`src/rtl/xbar_prog_pkg.sv`:
```
// Shared state, status and polarity definitions for the crossbar
// write-verify programmer.
package xbar_prog_pkg;

   typedef enum logic [2:0] {
      S_IDLE,
      S_READ,
      S_WAIT_RD,
      S_COMPARE,
      S_PULSE,
      S_SETTLE,
      S_RESP
   } prog_state_e;

   typedef enum logic [1:0] {
      ST_OK      = 2'b00,
      ST_BUDGET  = 2'b01,
      ST_TIMEOUT = 2'b10,
      ST_ABORT   = 2'b11
   } prog_status_e;

   localparam logic POL_SET   = 1'b1;
   localparam logic POL_RESET = 1'b0;

endpackage

```
`src/rtl/xbar_weight_programmer_timer.sv`:
```
// Loadable down-counter shared by the pulse, settle and read-timeout
// intervals; done is high whenever the count has reached zero.
module prog_timer #(
   parameter int WIDTH = 6
) (
   input  logic             clk,
   input  logic             rst_n,
   input  logic             load_i,
   input  logic [WIDTH-1:0] load_val_i,
   output logic             done_o
);

   logic [WIDTH-1:0] cnt_q, cnt_d;

   // A load always wins; otherwise count down and park at zero.
   always_comb begin
      cnt_d = cnt_q;
      if (load_i) begin
         cnt_d = load_val_i;
      end else if (cnt_q != '0) begin
         cnt_d = cnt_q - 1'b1;
      end
   end

   always_ff @(posedge clk or negedge rst_n) begin
      if (!rst_n) begin
         cnt_q <= '0;
      end else begin
         cnt_q <= cnt_d;
      end
   end

   assign done_o = (cnt_q == '0);

endmodule

```
`src/rtl/xbar_weight_programmer.sv`:
```
// Write-verify programming controller for the 1T1R memristor crossbar:
// read, compare, pulse SET/RESET until the cell level matches or budget runs out.
module xbar_weight_programmer
   import xbar_prog_pkg::*;
#(
   parameter int N_ROWS     = 64,
   parameter int N_COLS     = 64,
   parameter int LEVEL_W    = 4,
   parameter int TOL        = 0,
   parameter int PULSE_CYC  = 8,
   parameter int SETTLE_CYC = 4,
   parameter int MAX_PULSES = 16,
   parameter int RD_TIMEOUT = 32
) (
   input  logic                              clk,
   input  logic                              rst_n,
   input  logic                              req_valid,
   output logic                              req_ready,
   input  logic [$clog2(N_ROWS)-1:0]         req_row,
   input  logic [$clog2(N_COLS)-1:0]         req_col,
   input  logic [LEVEL_W-1:0]                req_level,
   input  logic                              req_sign,
   input  logic                              abort,
   output logic [$clog2(N_ROWS)-1:0]         sel_row,
   output logic [$clog2(N_COLS)-1:0]         sel_col,
   output logic                              wctl_sign,
   output logic                              pulse_en,
   output logic                              pulse_pol,
   output logic                              rd_req,
   input  logic                              rd_valid,
   input  logic [LEVEL_W-1:0]                rd_level,
   output logic                              resp_valid,
   input  logic                              resp_ready,
   output logic [1:0]                        resp_status,
   output logic [$clog2(MAX_PULSES+1)-1:0]   resp_pulses
);

   localparam int ROW_W   = $clog2(N_ROWS);
   localparam int COL_W   = $clog2(N_COLS);
   localparam int CNT_W   = $clog2(MAX_PULSES + 1);
   localparam int DIFF_W  = LEVEL_W + 1;
   localparam int MAX_IVL = (PULSE_CYC > SETTLE_CYC)
                            ? ((PULSE_CYC > RD_TIMEOUT) ? PULSE_CYC : RD_TIMEOUT)
                            : ((SETTLE_CYC > RD_TIMEOUT) ? SETTLE_CYC : RD_TIMEOUT);
   localparam int TMR_W   = $clog2(MAX_IVL) + 1;

   localparam logic [CNT_W-1:0]  MAX_P   = CNT_W'(MAX_PULSES);
   localparam logic [DIFF_W-1:0] TOL_V   = DIFF_W'(TOL);
   localparam logic [TMR_W-1:0]  LD_PUL  = TMR_W'(PULSE_CYC - 1);
   localparam logic [TMR_W-1:0]  LD_SET  = TMR_W'(SETTLE_CYC - 1);
   localparam logic [TMR_W-1:0]  LD_RDTO = TMR_W'(RD_TIMEOUT - 1);

   prog_state_e        state_q, state_d;
   prog_status_e       status_q, status_d;
   logic [ROW_W-1:0]   row_q, row_d;
   logic [COL_W-1:0]   col_q, col_d;
   logic               sign_q, sign_d;
   logic [LEVEL_W-1:0] target_q, target_d;
   logic [LEVEL_W-1:0] meas_q, meas_d;
   logic [CNT_W-1:0]   pulses_q, pulses_d;
   logic [CNT_W-1:0]   respPulses_q, respPulses_d;
   logic               pol_q, pol_d;
   logic               pulseEn_q, pulseEn_d;
   logic               rdReq_q, rdReq_d;

   logic               tmrLoad;
   logic [TMR_W-1:0]   tmrLoadVal;
   logic               tmrDone;
   logic [DIFF_W-1:0]  diff;

   // Widen by one bit so the subtraction never wraps whichever side is larger.
   assign diff = (meas_q >= target_q)
                 ? ({1'b0, meas_q} - {1'b0, target_q})
                 : ({1'b0, target_q} - {1'b0, meas_q});

   prog_timer #(
      .WIDTH (TMR_W)
   ) u_timer (
      .clk        (clk),
      .rst_n      (rst_n),
      .load_i     (tmrLoad),
      .load_val_i (tmrLoadVal),
      .done_o     (tmrDone)
   );

   // Next-state and registered-output decode; outputs are computed from the
   // next state so they line up with the state register on the same edge.
   always_comb begin
      state_d      = state_q;
      status_d     = status_q;
      row_d        = row_q;
      col_d        = col_q;
      sign_d       = sign_q;
      target_d     = target_q;
      meas_d       = meas_q;
      pulses_d     = pulses_q;
      respPulses_d = respPulses_q;
      pol_d        = pol_q;

      case (state_q)
         S_IDLE: begin
            if (req_valid) begin
               row_d    = req_row;
               col_d    = req_col;
               sign_d   = req_sign;
               target_d = req_level;
               pulses_d = '0;
               state_d  = S_READ;
            end
         end
         S_READ: begin
            state_d = S_WAIT_RD;
         end
         S_WAIT_RD: begin
            if (rd_valid) begin
               meas_d  = rd_level;
               state_d = S_COMPARE;
            end else if (tmrDone) begin
               status_d = ST_TIMEOUT;
               state_d  = S_RESP;
            end
         end
         S_COMPARE: begin
            if (diff <= TOL_V) begin
               status_d = ST_OK;
               state_d  = S_RESP;
            end else if (pulses_q == MAX_P) begin
               status_d = ST_BUDGET;
               state_d  = S_RESP;
            end else begin
               pol_d    = (meas_q < target_q) ? POL_SET : POL_RESET;
               pulses_d = pulses_q + 1'b1;
               state_d  = S_PULSE;
            end
         end
         S_PULSE: begin
            if (tmrDone) begin
               state_d = S_SETTLE;
            end
         end
         S_SETTLE: begin
            if (tmrDone) begin
               state_d = S_READ;
            end
         end
         S_RESP: begin
            if (resp_ready) begin
               state_d = S_IDLE;
            end
         end
         default: begin
            state_d = S_IDLE;
         end
      endcase

      // Abort overrides whatever the active state decided, including a pulse
      // that COMPARE was about to start, so that pulse is never counted.
      if (abort && (state_q != S_IDLE) && (state_q != S_RESP)) begin
         state_d  = S_RESP;
         status_d = ST_ABORT;
         pulses_d = pulses_q;
         pol_d    = pol_q;
         meas_d   = meas_q;
      end

      if ((state_d == S_RESP) && (state_q != S_RESP)) begin
         respPulses_d = pulses_d;
      end

      pulseEn_d = (state_d == S_PULSE);
      rdReq_d   = (state_d == S_READ);

      tmrLoad    = (state_d != state_q);
      tmrLoadVal = '0;
      case (state_d)
         S_WAIT_RD: tmrLoadVal = LD_RDTO;
         S_PULSE:   tmrLoadVal = LD_PUL;
         S_SETTLE:  tmrLoadVal = LD_SET;
         default:   tmrLoadVal = '0;
      endcase
   end

   always_ff @(posedge clk or negedge rst_n) begin
      if (!rst_n) begin
         state_q      <= S_IDLE;
         status_q     <= ST_OK;
         row_q        <= '0;
         col_q        <= '0;
         sign_q       <= 1'b0;
         target_q     <= '0;
         meas_q       <= '0;
         pulses_q     <= '0;
         respPulses_q <= '0;
         pol_q        <= POL_RESET;
         pulseEn_q    <= 1'b0;
         rdReq_q      <= 1'b0;
      end else begin
         state_q      <= state_d;
         status_q     <= status_d;
         row_q        <= row_d;
         col_q        <= col_d;
         sign_q       <= sign_d;
         target_q     <= target_d;
         meas_q       <= meas_d;
         pulses_q     <= pulses_d;
         respPulses_q <= respPulses_d;
         pol_q        <= pol_d;
         pulseEn_q    <= pulseEn_d;
         rdReq_q      <= rdReq_d;
      end
   end

   assign req_ready   = (state_q == S_IDLE);
   assign resp_valid  = (state_q == S_RESP);
   assign resp_status = status_q;
   assign resp_pulses = respPulses_q;
   assign sel_row     = row_q;
   assign sel_col     = col_q;
   assign wctl_sign   = sign_q;
   assign pulse_en    = pulseEn_q;
   assign pulse_pol   = pol_q;
   assign rd_req      = rdReq_q;

endmodule

```
`config.mk`:
```
export PLATFORM = sky130hd
export DESIGN_NAME = xbar_weight_programmer
export DESIGN_NICKNAME = d
export VERILOG_FILES = /design/src/rtl/xbar_prog_pkg.sv /design/src/rtl/xbar_weight_programmer_timer.sv /design/src/rtl/xbar_weight_programmer.sv
export SDC_FILE = /design/constraint.sdc
export NUM_CORES = 1
export LEC_CHECK = 0
export BUFFER_PORTS_ARGS = -buffer_cell sky130_fd_sc_hd__buf_2
export CORE_AREA = 2 2 69 71
export CTS_BUF_LIST = sky130_fd_sc_hd__clkbuf_4
export CTS_CLUSTER_DIAMETER = 80
export DETAILED_ROUTE_END_ITERATION = 6
export DIE_AREA = 0 0 71 73
export PLACE_DENSITY = 0.94
export SETUP_SLACK_MARGIN = 0.1
export SKIP_CTS_REPAIR_TIMING = 1
export SLEW_MARGIN = 0
export SYNTH_ARGS = -nofsm -noshare
export SYNTH_HDL_FRONTEND = slang
export SYNTH_SLANG_ARGS = --single-unit
```
`constraint.sdc`:
```
create_clock -name clk -period 4 [get_ports clk]
set_input_delay 0 -clock clk [delete_from_list [all_inputs] [get_ports clk]]
set_output_delay 0 -clock clk [all_outputs]
set_load 0.01 [all_outputs]
```
==> run_results.csv <==
group,metric,value,unit
floorplan,die_area,0.00518,mm2
placement,gp_congestion,0.950,
pwr,p_leak,1.45,nW
sta,fin_crit_sh,73.1,%
cells_and_area,num-nets-final,374,
detailed_routing,vias,2303,
synth,synth_top_area_share,42.4,%
outcome,status,"finished clean",
global_route,grtUsageTotal,22.3,%
synth,synth-warning-count,0,
sta,finalClockSkew,0.0156,ns
cells_and_area,fill_cells,332,
worst_hold_path,hold_class,"in2reg",
floorplan,placement_rows,25,
sta,finalHoldViolCount,0,
synth,synth_edf_count,0,
global_route,grt_util_met2,37.3,%
pwr,ir_drop,0.376,mV
critical_path,reg2reg_setup_slack,1.07,ns
cells_and_area,final_core_util,70.0,%
cells_and_area,syn_to_final_growth,19.5,%
pwr,netSwitchingPower,0.00105,W
clock_network,cts-htree-levels,2,
synth,syn_area,0.00266,mm2
clock_network,cts-root-buf,"clkbuf_4",
synth,synth_seq_cells,45,
floorplan,ioPinCount,52,
synth,synth_fp_nets,303,
pwr,p_per_area,734,mW/mm2
sta,drv_slew,0,
cells_and_area,drive_gt1_share,29.5,%
pwr,pwr-share-comb,56.4,%
synth,synthArstFlopShare,100,%
sta,max_freq,342,MHz
cells_and_area,multi_input_comb_area,0.00138,mm2
clock_network,cts_buffers,5,
sta,grt_setup_unrepaired,"false",
synth,ys_types,55,
floorplan,start_util,58.6,%
sta,tns,0,ns
synth,synth.most_common_cell,"dfrtp_1",
detailed_routing,final_antenna_net_count,0,
floorplan,core_area,0.00454,mm2
critical_path,r2r-start,"state_q[1]",
floorplan,die_x,71,um
global_route,grt-busiest-layer,"met2",
clock_network,clkTransAtPathRegs,0.13,ns
detailed_routing,route.detailed.drc,0,
sta,period_minus_slack,2.93,ns
detailed_routing,vias_per_cell,5.91,
cells_and_area,seqCellArea,0.00113,mm2
clock_network,clockBufferDepth,2,
cells_and_area,diodes,0,
critical_path,r2r_cells,5,
global_route,grt_overflow_total,0,
critical_path,cp.required,4.25,ns
worst_hold_path,min_from,"abort",
job,cap_violations,0,
synth,netlist_top_cells_count,"dfrtp_1 (45), nand2_1 (27), mux2_2 (21)",
worst_hold_path,min_to,"state_q[2]",
placement,port_buffers,51,
pwr,swShare,45.0,%
critical_path,worst_setup_path_start_kind,"flop",
sta,relSlewSlack,34.1,%
placement,place_hpwl,3960,um
critical_path,crit_path_end_kind,"flop",
synth,synth.avg_cell_area,10.1,um2
global_route,grt_pass1_vias,2101,
floorplan,die_height,73,um
global_route,met1_usage,29.2,%
detailed_routing,drt-total-wl,5980,um
sta,setup_viol,0,
critical_path,arrival,3.17,ns
global_route,grt_max_degree,46,
sta,worst_pin_slew,0.989,ns
critical_path,critPathKind,"reg2reg",
pwr,seqPwrFrac,34.6,%
critical_path,reg2reg_to,"sel_col[4]",
pwr,total_power,0.00233,W
detailed_routing,dr.pass1.iters,4,
synth,ys_seq_area_share,42.4,%
pwr,power_frac_clock,9.0,%
detailed_routing,routedWlPerCell,15.3,um
clock_network,clock-sinks,45,
detailed_routing,initialDrtViolationCount,250,
global_route,grt_pass1_wl,9260,um
global_route,use_met3,4.97,%
synth,ys.flop_type,"dfrtp_1",
global_route,antenna_found_initial,0,
clock_network,cts_tree,"done",
synth,syn_inst,264,
synth,ys_top_cells_by_area,"dfrtp_1 (42%), mux2_2 (8.9%), ha_1 (5.7%), nand2_1 (3.8%), o21ai_0 (3.8%)",
synth,synth_top_area_cell,"dfrtp_1",
pwr,power.internal,0.00128,W
critical_path,critPathMaxFanout,27,
worst_hold_path,worst_hold_path.num_cells,3,
clock_network,clock_latency,0.36,ns
## placed cells by master, fill, tap and decap left out, types with 5 or more instances in the layout
| cell | count |
|---|---|
| nor3_1 | 10 |
| clkbuf_4 | 5 |
| a21oi_1 | 9 |
| nand3_1 | 7 |
| inv_1 | 16 |
| o21ai_0 | 20 |
| mux2_2 | 21 |
| dlygate4sd3_1 | 22 |
| nor2_1 | 14 |
| ha_1 | 12 |
| nand2_1 | 27 |
| buf_2 | 51 |
| dfrtp_1 | 45 |
| nand4_1 | 5 |
## flip-flops by register name, summed over array words and instances, names as in the netlist, 2 cells and up
signal         cells
meas_q             4
pulses_q           5
resp_pulses        5
resp_status        2
sel_col            6
sel_row            6
state_q            3
target_q           4
u_timer.cnt_q      6
## worst max-delay path by stage
stage                     start              to  slack, ns  cells past startpoint
finish               state_q[1]      sel_col[4]       1.07                      5
global route         state_q[1]      sel_col[4]       0.92                      5
CTS                  state_q[1]      sel_col[3]       1.16                      5
detailed placement   state_q[1]      sel_col[3]       1.18                      5
global placement     state_q[1]      sel_row[2]       1.25                      5
floorplan           target_q[3]  resp_pulses[0]       1.56                      8
## cell type report
| type | instances | share of cell area, % |
|---|---|---|
| clock inverter | 3 | 0.394 |
| multi-input combinational | 192 | 43.5 |
| sequential | 45 | 35.5 |
| inverter | 16 | 1.89 |
| clock buffer | 5 | 1.18 |
| timing repair buffer | 75 | 15.4 |
| tap | 54 | 2.13 |
## worst max-delay path, cell delays in order (launching register included)
cell and delay [ns]:
dfrtp_1 0.66, or3b_2 0.55, a21o_1 0.24, nor2_1 0.69, buf_4 0.32, mux2_2 0.36
## through the flow
stage / hold WS, ns / setup slack, ns / cells / area [um2]
after global routing: 0.0706 / 0.917 / 390 / 3180
after detailed placement: 0.211 / 1.18 / 360 / 2910
after global placement: 0.200 / 1.25 / 360 / 2910
final: 0.0821 / 1.07 / 390 / 3180
after CTS: -0.176 / 1.16 / 368 / 2960
after floorplan: -0.296 / 1.56 / 264 / 2660
## power groups by stage
| stage | clock network, W | registers, W | logic, W |
|---|---|---|---|
| final | 0.000210 | 0.000807 | 0.00131 |
| after global routing | 0.000232 | 0.000834 | 0.00145 |
| after CTS | 0.000213 | 0.000802 | 0.00127 |
| after detailed placement | 0 | 0.000811 | 0.00126 |
| after global placement | 0 | 0.000800 | 0.00121 |
| after floorplan | 0 | 0.000786 | 0.000990 |
## kinds of logic after synthesis
family,synth area share (%)
AO/OA/AOI/OAI,17.0
buffers and inverters,5.61
multiplexers,9.28
adder cells (fa/ha/maj),5.65
flip-flops,42.4
XOR/XNOR,1.98
AND/OR/NAND/NOR,18.1
## per-layer routing
metal,wire [um],share of wire (%)
met2,2980,50
met3,281,4.7
met5,0,0
met4,68,1.1
met1,2650,44
Note: power is estimated with default switching activity, not from simulation.
